$ cat config.mk
export PLATFORM = sky130hd
export DESIGN_NAME = serial_subtractor
export DESIGN_NICKNAME = d
export VERILOG_FILES = /design/src/rtl/serial_sub_pkg.sv /design/src/rtl/full_subtractor.sv /design/src/rtl/serial_subtractor.sv
export SDC_FILE = /design/constraint.sdc
export NUM_CORES = 1
export LEC_CHECK = 0
export CAP_MARGIN = 25
export CORE_MARGIN = 1.5
export CORE_UTILIZATION = 35
export DETAILED_ROUTE_END_ITERATION = 12
export GPL_ROUTABILITY_DRIVEN = 0
export MAX_ROUTING_LAYER = met4
export SLEW_MARGIN = 25
export SYNTH_ARGS = -nofsm -noshare
export SYNTH_HDL_FRONTEND = slang
export SYNTH_SLANG_ARGS = --single-unit
$ cat constraint.sdc
create_clock -name clk -period 2.6 [get_ports clk]
set_input_delay 0.65 -clock clk [delete_from_list [all_inputs] [get_ports clk]]
set_output_delay 0.65 -clock clk [all_outputs]
set_load 0.005 [all_outputs]
$ cat src/rtl/serial_sub_pkg.sv
// Shared types and helpers for the bit-serial subtractor.
// Latency: n/a (package only).
// Backpressure: n/a (package only).
package serial_sub_pkg;

  // Sequencer states: waiting for work, walking the bits, presenting the result.
  typedef enum logic [1:0] {
    IDLE  = 2'd0,
    SHIFT = 2'd1,
    DONE  = 2'd2
  } state_t;

  // Bits needed to count from 0 to value-1; never less than one bit.
  function automatic int clog2(input int value);
    int bits;
    bits = 1;
    for (int i = 1; i < 31; i++) begin
      if ((1 << i) < value) begin
        bits = i + 1;
      end
    end
    return bits;
  endfunction

endpackage

$ cat src/rtl/full_subtractor.sv
// One-bit full subtractor cell: d = a - b - bin, bout is the borrow out.
// Latency: purely combinational, zero cycles.
// Backpressure: none; output follows inputs.
module full_subtractor (
  input  logic a,
  input  logic b,
  input  logic bin,
  output logic d,
  output logic bout
);

  // Difference bit and borrow-out of a single bit position.
  always_comb begin
    d    = a ^ b ^ bin;
    bout = (~a & b) | (~(a ^ b) & bin);
  end

endmodule

$ cat src/rtl/serial_subtractor.sv
// Bit-serial two's-complement subtractor (A - B, LSB first); optional ovf_out via SERIAL_SUB_OVF_EN.
// Latency: WIDTH+1 rising edges from the accepting start edge to done being high.
// Backpressure: start is ignored while busy; no queuing, caller must wait for IDLE.
module serial_subtractor
  import serial_sub_pkg::*;
#(
  parameter int WIDTH = 8
) (
  input  logic             clk,
  input  logic             rst,
  input  logic             start,
  input  logic [WIDTH-1:0] a_in,
  input  logic [WIDTH-1:0] b_in,
  output logic             busy,
  output logic             done,
  output logic [WIDTH-1:0] diff_out,
  output logic             borrow_out
`ifdef SERIAL_SUB_OVF_EN
  ,
  output logic             ovf_out
`endif
);

  localparam int            CW       = clog2(WIDTH);
  localparam logic [CW-1:0] CNT_LAST = CW'(WIDTH - 1);

  state_t           state;
  state_t           state_nxt;
  logic [WIDTH-1:0] a_sh;
  logic [WIDTH-1:0] b_sh;
  logic [WIDTH-1:0] res_sh;
  logic [CW-1:0]    cnt;
  logic             borrow;
  logic             cell_d;
  logic             cell_bo;
  logic             accept;
  logic             last_bit;

  // A start is only honoured when the sequencer is idle.
  assign accept   = (state == IDLE) && start;
  // The bit being processed this cycle is the operand MSB.
  assign last_bit = (state == SHIFT) && (cnt == CNT_LAST);

  // Single shared cell; it always looks at the current LSBs and the stored borrow.
  full_subtractor u_cell (
    .a    (a_sh[0]),
    .b    (b_sh[0]),
    .bin  (borrow),
    .d    (cell_d),
    .bout (cell_bo)
  );

  // State register.
  always_ff @(posedge clk) begin
    if (rst) begin
      state <= IDLE;
    end else begin
      state <= state_nxt;
    end
  end

  // Next-state decode and the status outputs derived from the state.
  always_comb begin
    state_nxt = state;
    busy      = 1'b0;
    done      = 1'b0;
    case (state)
      IDLE: begin
        if (start) begin
          state_nxt = SHIFT;
        end
      end
      SHIFT: begin
        busy = 1'b1;
        if (cnt == CNT_LAST) begin
          state_nxt = DONE;
        end
      end
      DONE: begin
        busy      = 1'b1;
        done      = 1'b1;
        state_nxt = IDLE;
      end
      default: begin
        state_nxt = IDLE;
      end
    endcase
  end

  // Operand load, per-bit shift of operands/result, borrow and bit counter.
  always_ff @(posedge clk) begin
    if (rst) begin
      a_sh   <= '0;
      b_sh   <= '0;
      res_sh <= '0;
      borrow <= 1'b0;
      cnt    <= '0;
    end else if (accept) begin
      a_sh   <= a_in;
      b_sh   <= b_in;
      res_sh <= '0;
      borrow <= 1'b0;
      cnt    <= '0;
    end else if (state == SHIFT) begin
      a_sh   <= {1'b0, a_sh[WIDTH-1:1]};
      b_sh   <= {1'b0, b_sh[WIDTH-1:1]};
      res_sh <= {cell_d, res_sh[WIDTH-1:1]};
      borrow <= cell_bo;
      cnt    <= cnt + 1'b1;
    end
  end

  // Result registers: updated only on the edge that enters DONE, held otherwise.
  always_ff @(posedge clk) begin
    if (rst) begin
      diff_out   <= '0;
      borrow_out <= 1'b0;
    end else if (last_bit) begin
      diff_out   <= {cell_d, res_sh[WIDTH-1:1]};
      borrow_out <= cell_bo;
    end
  end

`ifdef SERIAL_SUB_OVF_EN
  // Signed overflow: operand signs differ and the result sign differs from A.
  // On the last bit the shift registers' LSBs are the operand sign bits and
  // the cell output is the result sign bit, so no extra sign flops are needed.
  always_ff @(posedge clk) begin
    if (rst) begin
      ovf_out <= 1'b0;
    end else if (last_bit) begin
      ovf_out <= (a_sh[0] != b_sh[0]) && (cell_d != a_sh[0]);
    end
  end
`endif

endmodule

* Yosys cells after proc, flatten, opt, wreduce, memory -nomap -nowiden
Cells that the tools add are included.
Storage, ports and cells: bits in registers 39, latch bits 0, memory bits (writable) 0, bits in read-only memories 0, bits of input ports 19, output and inout port bits 11, word-level logic and storage cells 37, memories kept 0
Operators by class: add/sub/neg operators 1, multipliers 0, div/mod/pow operators 0, magnitude comparators 0, equal/unequal tests 5, shifts and indexed selects 0, mux-type cells 9, bitwise operators 7, reductions and logical operators 7
Operator list (count):
- $mux 8 | 4
- $mux 2 | 2
- $ne 2x2->1 const B | 2
- $pmux 2 s2 | 1
- $reduce_or 2->1 | 2
- $add 3x1->3 const B | 1
- $eq 3x3->1 const B | 1
- $and 1x1->1 | 2
- $eq 2x1->1 const B | 1
- $eq 2x2->1 const B | 1
- $logic_and 1x1->1 | 2
- $logic_not 2->1 | 1
- $mux 1 | 2
- $not 1->1 | 2
- $reduce_and 2->1 | 1
- $reduce_bool 2->1 | 1
- $xor 1x1->1 | 2
- $or 1x1->1 | 1

* Depth between registers and ports, before layout
Gate-level depths: netlist of the first run.
depth in word-level cells 4, depth in mapped cells 7, mapped depth without buffers 5

* Cells and area by module
A second synthesis of the first run with hierarchy kept.
Unflattened totals: cells, all modules 170, area, all modules 1619.1 µm²
Modules (own cells, without submodules):
- serial_subtractor | times used 1, cells each 166, area each 1587.8 µm², sequential area each 760.7 µm²
- full_subtractor | times used 1, cells each 4, area each 31.3 µm², sequential area each 0.0 µm²

* Least setup slack after synthesis of the first run
OpenSTA, ideal clock, no wires.
path kind reg-to-output, from register state[0], to output busy, arrival 0.691 ns, required time 1.950 ns, path slack 1.259 ns, cell stages (with the launch flop) 3, path buffers 0, cells stage by stage dfxtp_1 -> inv_1 -> ha_1
On the way: cells in the longest elaborated chain, start to end 3, elaborated cells between the ends (all ways) 4, classes of those cells eq/ne: 2; mux: 1; reduce/logical: 1
RTL lines:
- start, declared | line serial_subtractor.sv:27 | state_t state;
- start signal, assigned | line serial_subtractor.sv:58 | state <= state_nxt;
- $eq 2x1->1 / $eq 2x2->1 (equally long branches) | line serial_subtractor.sv:67 | case (state)
- $reduce_or 2->1 (no line) (*)
- $mux 1 (*) | line serial_subtractor.sv:67
- end, declared | line serial_subtractor.sv:14 | output logic busy,
Every way passes the cells marked *; elsewhere a longest branch is shown, timed or not.

* Final worst setup path of the first run
Ends and elaborated chain as after synthesis.

==> flow_metrics.tcl, run 1 <==
set metrics [dict create \
    synth_common_cells "dfxtp_1, nor2_1, mux2i_1" \
    die_height_um 71.6 \
    whs_ps 455 \
    wirelength_um 3110 \
    wl_per_cell_um 12.4 \
    crit_chain "inv_1 -> ha_1 -> clkdlybuf4s50_1" \
    drc 2 \
    drv_slew 0 \
    antenna_found_initial 0 \
    antenna_left 0 \
    drive_gt1_share_pct 8.54 \
    vdd_ir_drop_max_mv 0.370 \
    tns_ps 0 \
    synth.largest_area_cell "dfxtp_1" \
    seq_area_frac_synth_pct 46.1 \
    hold_viol 0 \
    synthSimpleGateAreaFrac_pct 14.1 \
    hold_buffers 0 \
    fmax_ghz 0.463 \
    num_io_pins 30 \
    clock_latency_ps 290 \
    crit_path_start_kind "flip-flop" \
    num-fill-cells 436 \
    crit_required_ps 1950 \
    hold_depth 2 \
    p_leak_nw 0.759 \
    synthAdderAreaFrac_pct 5.77 \
    synth_cell_types 23 \
    syn2layout_area_growth_pct 26.4 \
    finalCriticalPeriod_ps 2160 \
    ff2ff_path_depth 6 \
    cts-root-buf "clkbuf_8" \
    synth_xor_area_share_pct 0.531 \
    slowest_delay_ps 490 \
    path_class "flip-flop to output pin" \
    antennaDiodeCount 0 \
    clkTransAtPathRegs_ps 80 \
    arrival_ps 1510 \
    grt_max_degree 32 \
    fin_worst_skew_ps 4.40 \
    grt_pass1_vias 1177 \
    synth_top_area_share_pct 46.1 \
    status "finished, violations left" \
    drt_first_pass_iters 7 \
    die_x_um 71.6 \
    min_path_type "flip-flop to flip-flop" \
    nets 224 \
    ys_async_sr_fraction_pct 0 \
    rsz0062_at_grt "no" \
    grt_overflow 0 \
    first_iter_violations 35 \
    tritoncts "done" \
    slew_headroom_pct 69.4 \
    initial_utilization_pct 37.1 \
    yosysWarnings 0 \
    synth-seq-cells 38 \
    cts_max_path_buffers 2 \
    rows 24 \
    synth_cells 170 \
    cap_violations 0 \
    worst_path_max_delay_cell "clkdlybuf4s50_1" \
    hpwl_um 2220 \
    via_per_inst 4.88 \
    muxShareOfSynthArea_pct 14.6 \
    clock-sinks 38 \
    syn_area_sq_um 1650 \
    tightest_slew_ps 459 \
    port_buffers 29 \
    critical_path.max_fanout 3 \
    synth_top_family_by_area "multiplexers" \
    cts.htree.levels 2 \
    yosysMostFrequentCell "dfxtp_1" \
    p_per_area_nw_per_um2 817 \
    grt_use_total_pct 13.6 \
    fin_crit_sh_pct 83.1 \
    post_cts_buffers 0 \
    synth-main-ff-cell "dfxtp_1" \
    worst_setup_path_end_kind "output pin" \
    via_count 1224 \
    design.core.area_sq_um 4440 \
    synth.area.top_cells "dfxtp_1, mux2i_1, nor2_1" \
    avgSynthCellArea_sq_um 9.70 \
    dieArea_sq_um 5130 \
    grt_pass1_wl_um 5230 \
    cts_resized 0 \
    synth_compound_area_share_pct 12.4 \
    numCtsBuffers 5 \
    violations "design-rule violations" \
    syn_nets 196 \
    finalSetupViolCount 0 \
    synth-edff-count 0 \
]
state kept, by name (all words and copies together), names as in the netlist:
register and cells:
cnt 3, borrow_out 1, b_sh 8, borrow 1
diff_out 8, state 2, a_sh 8, res_sh 7
layout make-up:
cell class | instances | area (sq um) | area share, %
Clock buffer | 5 | 68.8 | 3.30
Sequential cell | 38 | 761 | 36.5
Inverter | 5 | 18.8 | 0.900
Tap cell | 52 | 65.1 | 3.12
Multi-Input combinational cell | 115 | 782 | 37.5
Timing Repair Buffer | 33 | 320 | 15.4
Clock inverter | 3 | 68.8 | 3.30
power by group:
group          switching [mW]  total, mW  internal (mW)
Clock                   0.222      0.606          0.384
Sequential             0.0381      0.685          0.647
Combinational           0.215      0.412          0.198
Total                   0.475       1.70           1.23
cell families after synthesis:
group / after synthesis
AND/OR/NAND/NOR: 55
adder cells (fa/ha/maj): 7
multiplexers: 24
XOR/XNOR: 1
flip-flops: 38
AO/OA/AOI/OAI: 28
buffers and inverters: 17
worst max-delay path: cells and delay by family, from the launching register on:
family	cells	cell delay [ps]
fa+ha+maj	1	280
buf+inv	2	580
flops	1	360
through the flow:
step                setup WS, ps  area (sq um)  total power, mW  instances  util (%)
floorplan                   1260          1650             1.05        170         -
global placement             609          1950             1.10        243      43.8
detailed placement           564          1950             1.11        243      43.8
CTS                          415          2080             1.72        251      46.9
global route                 316          2080             1.80        251      46.9
finish                       438          2080             1.70        251      46.9
placed cells by master (no fill, tap or decap), drive strengths merged:
cell type and instances:
mux2i 24, ha 6, and2 1, nand3 2
nor3b 1, xnor2 1, clkinv 1, a211oi 16
nand3b 2, buf 4, clkdlybuf4s50 29, fa 1
a21oi 11, bufinv 2, o21ai 1, nor2 27
inv 5, nand2 18, dfxtp 38, nand2b 3
clkbuf 5, nor2b 1
path summary, 6_finish.rpt:
| check | from | end | slack, ps |
|---|---|---|---|
| max | state[0]$_SDFFE_PP0P_ | busy | 440 |
| min | diff_out[3]$_SDFFE_PP0P_ | diff_out[3]$_SDFFE_PP0P_ | 460 |
| max reg2reg | state[1]$_SDFFE_PP0P_ | diff_out[7]$_SDFFE_PP0P_ | 960 |
| min reg2reg | diff_out[3]$_SDFFE_PP0P_ | diff_out[3]$_SDFFE_PP0P_ | 460 |
layer usage:
layer	track usage, %	up-vias	wire length (um)
met5	-	-	0
met3	4.50	5	142
met4	5.03	0	41
met1	14.6	564	1430
li1	-	628	-
met2	23.5	27	1500
No activity file was read; power rests on OpenSTA's default activity.
==> run 2, diff against run 1 <==
- clock period: 2.6 -> 2.04 ns (I/O delays scaled with it)
==> flow_metrics.tcl, run 2 (synthesis gave the netlist of run 1 again) <==
set metrics [dict create \
    status "finished clean" \
    worst_setup_path_end_kind "output pin" \
    placed_area_sq_um 1960 \
    worst_path_max_delay_cell "clkdlybuf4s50_1" \
    clock_latency_ps 290 \
    crit_chain "inv_2 -> ha_1 -> clkdlybuf4s50_1" \
    num-fill-cells 442 \
    cap_violations 0 \
    port_buffers 29 \
    antenna_left 0 \
    rows 24 \
    die_x_um 71.6 \
    crit_family "buffers and inverters" \
    p_per_area_nw_per_um2 949 \
    crit_required_ps 1530 \
    grt_use_total_pct 13.4 \
    r2r-start "state[1]$_SDFFE_PP0P_" \
    first_iter_violations 60 \
    via_per_inst 4.83 \
    drc 0 \
    utilization_pct 46.3 \
    cts.htree.levels 2 \
    use_met3_pct 5.20 \
    via_count 1221 \
    grt_overflow 0 \
    wl_per_cell_um 12.2 \
    busiest_layer "met2" \
    die_height_um 71.6 \
    nets 226 \
    hpwl_um 2240 \
    slowest_delay_ps 490 \
    timing.critical_path.from "state[0]$_SDFFE_PP0P_" \
    clkTransAtPathRegs_ps 70 \
    clock-sinks 38 \
    wirelength_um 3090 \
    finish.instance_area_sq_um 2060 \
    finalCriticalPeriod_ps 1960 \
    fmax_ghz 0.509 \
    arrival_ps 1450 \
    cts-root-buf "clkbuf_8" \
    tns_ps 0 \
    path_class "flip-flop to output pin" \
    min_path_type "flip-flop to flip-flop" \
    antennaDiodeCount 0 \
    initial_utilization_pct 37.1 \
    tightest_slew_ps 410 \
    tritoncts "done" \
    dieArea_sq_um 5130 \
    post_cts_buffers 0 \
    grt_pass1_wl_um 5170 \
    drive_gt1_share_pct 10.4 \
    hold_start "diff_out[2]$_SDFFE_PP0P_" \
    drt_first_pass_iters 6 \
    grt_max_degree 26 \
    slew_headroom_pct 72.7 \
    rsz0062_at_grt "no" \
    power_mw 1.95 \
    fin_worst_skew_ps 4.75 \
    critical_path.max_fanout 3 \
    grt_pass1_vias 1155 \
    met1_usage_pct 15.3 \
    fin_crit_sh_pct 96.3 \
    final_cell_mix "dfxtp_1, clkdlybuf4s50_1, nor2_1" \
    hold_viol 0 \
    crit_path_start_kind "flip-flop" \
    grtUsageMet2_pct 21.6 \
    syn2layout_area_growth_pct 24.7 \
    reg_top3 "a_sh x8, b_sh x8, diff_out x8" \
    numCtsBuffers 5 \
    layout_commonest_cell "dfxtp_1" \
    critPathBufInv 2 \
    finalSetupViolCount 0 \
    drv_slew 0 \
    design.core.area_sq_um 4440 \
    cts_max_path_buffers 2 \
    num_io_pins 30 \
    antenna_found_initial 0 \
    p_leak_nw 0.749 \
    vdd_ir_drop_max_mv 0.420 \
]
## run 2: per-stage QoR
| stage | hold slack (ps) | setup slack, ps | cells |
|---|---|---|---|
| floorplan | 431 | 784 | 170 |
| global route | 471 | 19.2 | 253 |
| detailed placement | 448 | 260 | 245 |
| global placement | 444 | 335 | 245 |
| CTS | 458 | 34.7 | 253 |
| finish | 453 | 76.5 | 253 |
## run 2: where the power goes
group	switching [mW]	internal [mW]
combinational	0.279	0.267
clock	0.258	0.272
sequential	0.0478	0.827
total	0.584	1.37
## run 2: path summary, 6_finish.rpt
kind                                                  to  slack, ps  cells after the start
worst max-delay path                                busy         80                      3
worst min-delay path            diff_out[2]$_SDFFE_PP0P_        450                      2
worst max register to register      a_sh[4]$_SDFFE_PP0P_        410                      5
worst min register to register  diff_out[2]$_SDFFE_PP0P_        450                      2
## run 2: cell type report
type,instances,area (sq um),area share [%]
multi-input combinational,115,782,38.0
clock inverter,1,5.00,0.243
clock buffer,7,86.3,4.20
sequential,38,763,37.1
inverter,5,18.8,0.913
tap,52,65.1,3.16
timing repair buffer,35,335,16.3
## run 2: layer usage
| metal | part of all wire [%] | up-vias |
|---|---|---|
| li1 | - | 631 |
| met1 | 47 | 554 |
| met2 | 46 | 30 |
| met3 | 5.3 | 6 |
| met4 | 1.5 | 0 |
| met5 | 0 | - |
## run 2: worst reg2reg max path, delay by kind of cell (launching register included)
| kind | cells | cell delay, ps |
|---|---|---|
| buffers and inverters | 2 | 460 |
| adder cells (fa/ha/maj) | 1 | 350 |
| AO/OA/AOI/OAI | 1 | 90 |
| multiplexers | 1 | 280 |
| flip-flops | 1 | 320 |
## run 2: repair_timing
item,in CTS,in global routing
hold buffers,0,0
gates cloned,0,0
endpoints found under the hold margin,0,0
endpoints found under the setup margin,1,1
resized for setup,1,2
==> run 3, diff against run 2 <==
- ABC_AREA: default -> 1
- CAP_MARGIN: 25 -> 20
- CORE_UTILIZATION: 35 -> 30
==> flow_metrics.tcl, run 3 <==
set metrics [dict create \
    slew_headroom_pct 63.0 \
    layout_commonest_cell "nand2_1" \
    clock_latency_ps 290 \
    rsz0062_at_grt "no" \
    via_per_inst 4.40 \
    intPower_mw 1.40 \
    ff2ff_path_depth 7 \
    yosysWarnings 0 \
    synth-seq-cells 38 \
    clock-sinks 38 \
    drc 0 \
    finalWorstSetupSlack_ps 147 \
    wl_per_cell_um 9.58 \
    antenna_found_initial 0 \
    ys_async_sr_fraction_pct 0 \
    antenna_left 0 \
    path_class "flip-flop to output pin" \
    avgSynthCellArea_sq_um 7.09 \
    hold_buffers 0 \
    synth-main-ff-cell "dfxtp_1" \
    critical_path.max_fanout 3 \
    crit_path_start_kind "flip-flop" \
    dp.cells 337 \
    cts-root-buf "clkbuf_8" \
    yosysMostFrequentCell "nand2_1" \
    seq_area_frac_synth_pct 43.8 \
    syn2layout_area_growth_pct 26.6 \
    p_leak_nw 0.956 \
    status "finished clean" \
    antennaDiodeCount 0 \
    tritoncts "done" \
    min_path_type "flip-flop to flip-flop" \
    drive_gt1_share_pct 6.96 \
    cap_violations 0 \
    p_switching_uw 489 \
    wirelength_um 3300 \
    synth_cell_types 20 \
    worst_setup_path_end_kind "output pin" \
    grt_pass1_vias 1364 \
    vdd_ir_drop_max_mv 0.478 \
    stdcell_count 345 \
    hpwl_um 2250 \
    die_x_um 79.1 \
    num_io_pins 30 \
    nets 298 \
    hold_viol 0 \
    grt_max_degree 27 \
    numCtsBuffers 5 \
    tightest_slew_ps 554 \
    cts_max_path_buffers 2 \
    first_iter_violations 44 \
    finalCriticalPeriod_ps 1890 \
    p_seq_share_pct 42.9 \
    num-fill-cells 604 \
    synth-edff-count 0 \
    hold_depth 2 \
    grt_overflow 0 \
    crit_required_ps 1530 \
    drv_slew 0 \
    synth_cells 245 \
    reg_top3 "a_sh x8, b_sh x8, diff_out x8" \
    r2r-end "b_sh[5]$_SDFFE_PP0P_" \
    finalSetupViolCount 0 \
    hold_start "borrow$_SDFFE_PP0P_" \
    fmax_ghz 0.528 \
    crit_chain "inv_1 -> ha_1 -> clkdlybuf4s50_1" \
    cts.htree.levels 2 \
    clkTransAtPathRegs_ps 80 \
    final_cell_mix "nand2_1, dfxtp_1, a21oi_1, clkdlybuf4s50_1, inv_1" \
    port_buffers 29 \
    r2r_slack_ps 450 \
    syn_nets 271 \
    sw_frac_of_total_pct 25.8 \
    design.core.area_sq_um 5540 \
    via_count 1518 \
    synth.largest_area_cell "dfxtp_1" \
    initial_utilization_pct 31.4 \
    worst_path_max_delay_cell "clkdlybuf4s50_1" \
    arrival_ps 1380 \
    r2r-start "state[1]$_SDFFE_PP0P_" \
    drt_first_pass_iters 4 \
    post_cts_buffers 0 \
    die_height_um 79.1 \
    fin_worst_skew_ps 7.49 \
    syn_area_sq_um 1740 \
    dp_slack_ps 261 \
    pwr-share-clk_pct 40.6 \
    slowest_delay_ps 500 \
    grt_use_total_pct 12.1 \
    p_per_area_nw_per_um2 860 \
    fin_crit_sh_pct 92.8 \
    holdPathEnd "borrow$_SDFFE_PP0P_" \
    rows 27 \
    synth.area.top_cells "dfxtp_1, nand2_1, a21oi_1" \
    p_comb_share_pct 16.4 \
    grt_pass1_wl_um 5820 \
    synth_common_cells "nand2_1, dfxtp_1, a21oi_1" \
    tns_ps 0 \
    synth_top_area_share_pct 43.8 \
    dieArea_sq_um 6260 \
]
## run 3: worst max-delay path: cells and delay by family, from the launching register on
kind | cells | cell delay, ps
buffers and inverters | 2 | 600
DFF | 1 | 340
adders and majority gates | 1 | 160
## run 3: cell families (layout without fill, tap and decap cells)
logic type,after synthesis,after routing,share of synthesized area (%)
AOI/OAI and AO/OA,37,37,10.7
adders and majority gates,7,7,5.47
DFF,38,38,43.8
and+or+nand+nor,124,124,28.7
xor gates and xnor gates,1,1,0.504
buffers and inverters,38,66,10.9
## run 3: stage by stage
stage	util, %	area, sq um	total power, mW	hold slack [ps]
final	39.7	2200	1.89	471
after global routing	39.7	2200	1.99	492
after CTS	39.6	2200	1.92	470
after detailed placement	37.1	2060	1.14	457
after global placement	37.1	2060	1.14	451
after floorplan	-	1740	1.07	436
## run 3: metal layers
| layer | wire (um) | vias up | GRT usage [%] |
|---|---|---|---|
| met5 | 0 | - | - |
| met4 | 33 | 0 | 5.26 |
| met3 | 150 | 2 | 3.10 |
| met2 | 1480 | 29 | 19.5 |
| met1 | 1640 | 676 | 14.3 |
| li1 | - | 811 | - |
## run 3: power by group through the flow
stage | sequential [mW] | combinational, mW | clock, mW
4_1_cts | 0.813 | 0.315 | 0.788
2_1_floorplan | 0.824 | 0.247 | 0
6_report | 0.812 | 0.311 | 0.768
3_3_place_gp | 0.828 | 0.311 | 0
5_1_grt | 0.820 | 0.354 | 0.814
3_5_place_dp | 0.829 | 0.313 | 0
## run 3: how the worst max path moves through the flow
stage	startpoint	end	slack, ps	cells after the start
floorplan	state[0]$_SDFFE_PP0P_	busy	840	2
global placement	start	a_sh[5]$_SDFFE_PP0P_	280	6
detailed placement	start	a_sh[3]$_SDFFE_PP0P_	260	6
CTS	state[1]$_SDFFE_PP0P_	busy	2	3
global route	state[0]$_SDFFE_PP0P_	done	80	3
finish	state[0]$_SDFFE_PP0P_	done	150	3
## run 3: repair_timing
item / 4_1_cts / 5_1_grt
hold endpoints to repair: 0 / 0
setup endpoints to repair: 1 / 1
gates resized for setup: 1 / 2
pin swaps: 0 / 0
## run 3: final cells by class
cell class              count  area [sq um]  area share (%)
multi-input cells         169           788            35.8
clock buffers               5          68.8            3.13
flip-flops and latches     38           763            34.7
inverters                  25          97.6            4.44
well taps                  72          90.1            4.10
repair buffers             33           323            14.7
clock inverters             3          68.8            3.13
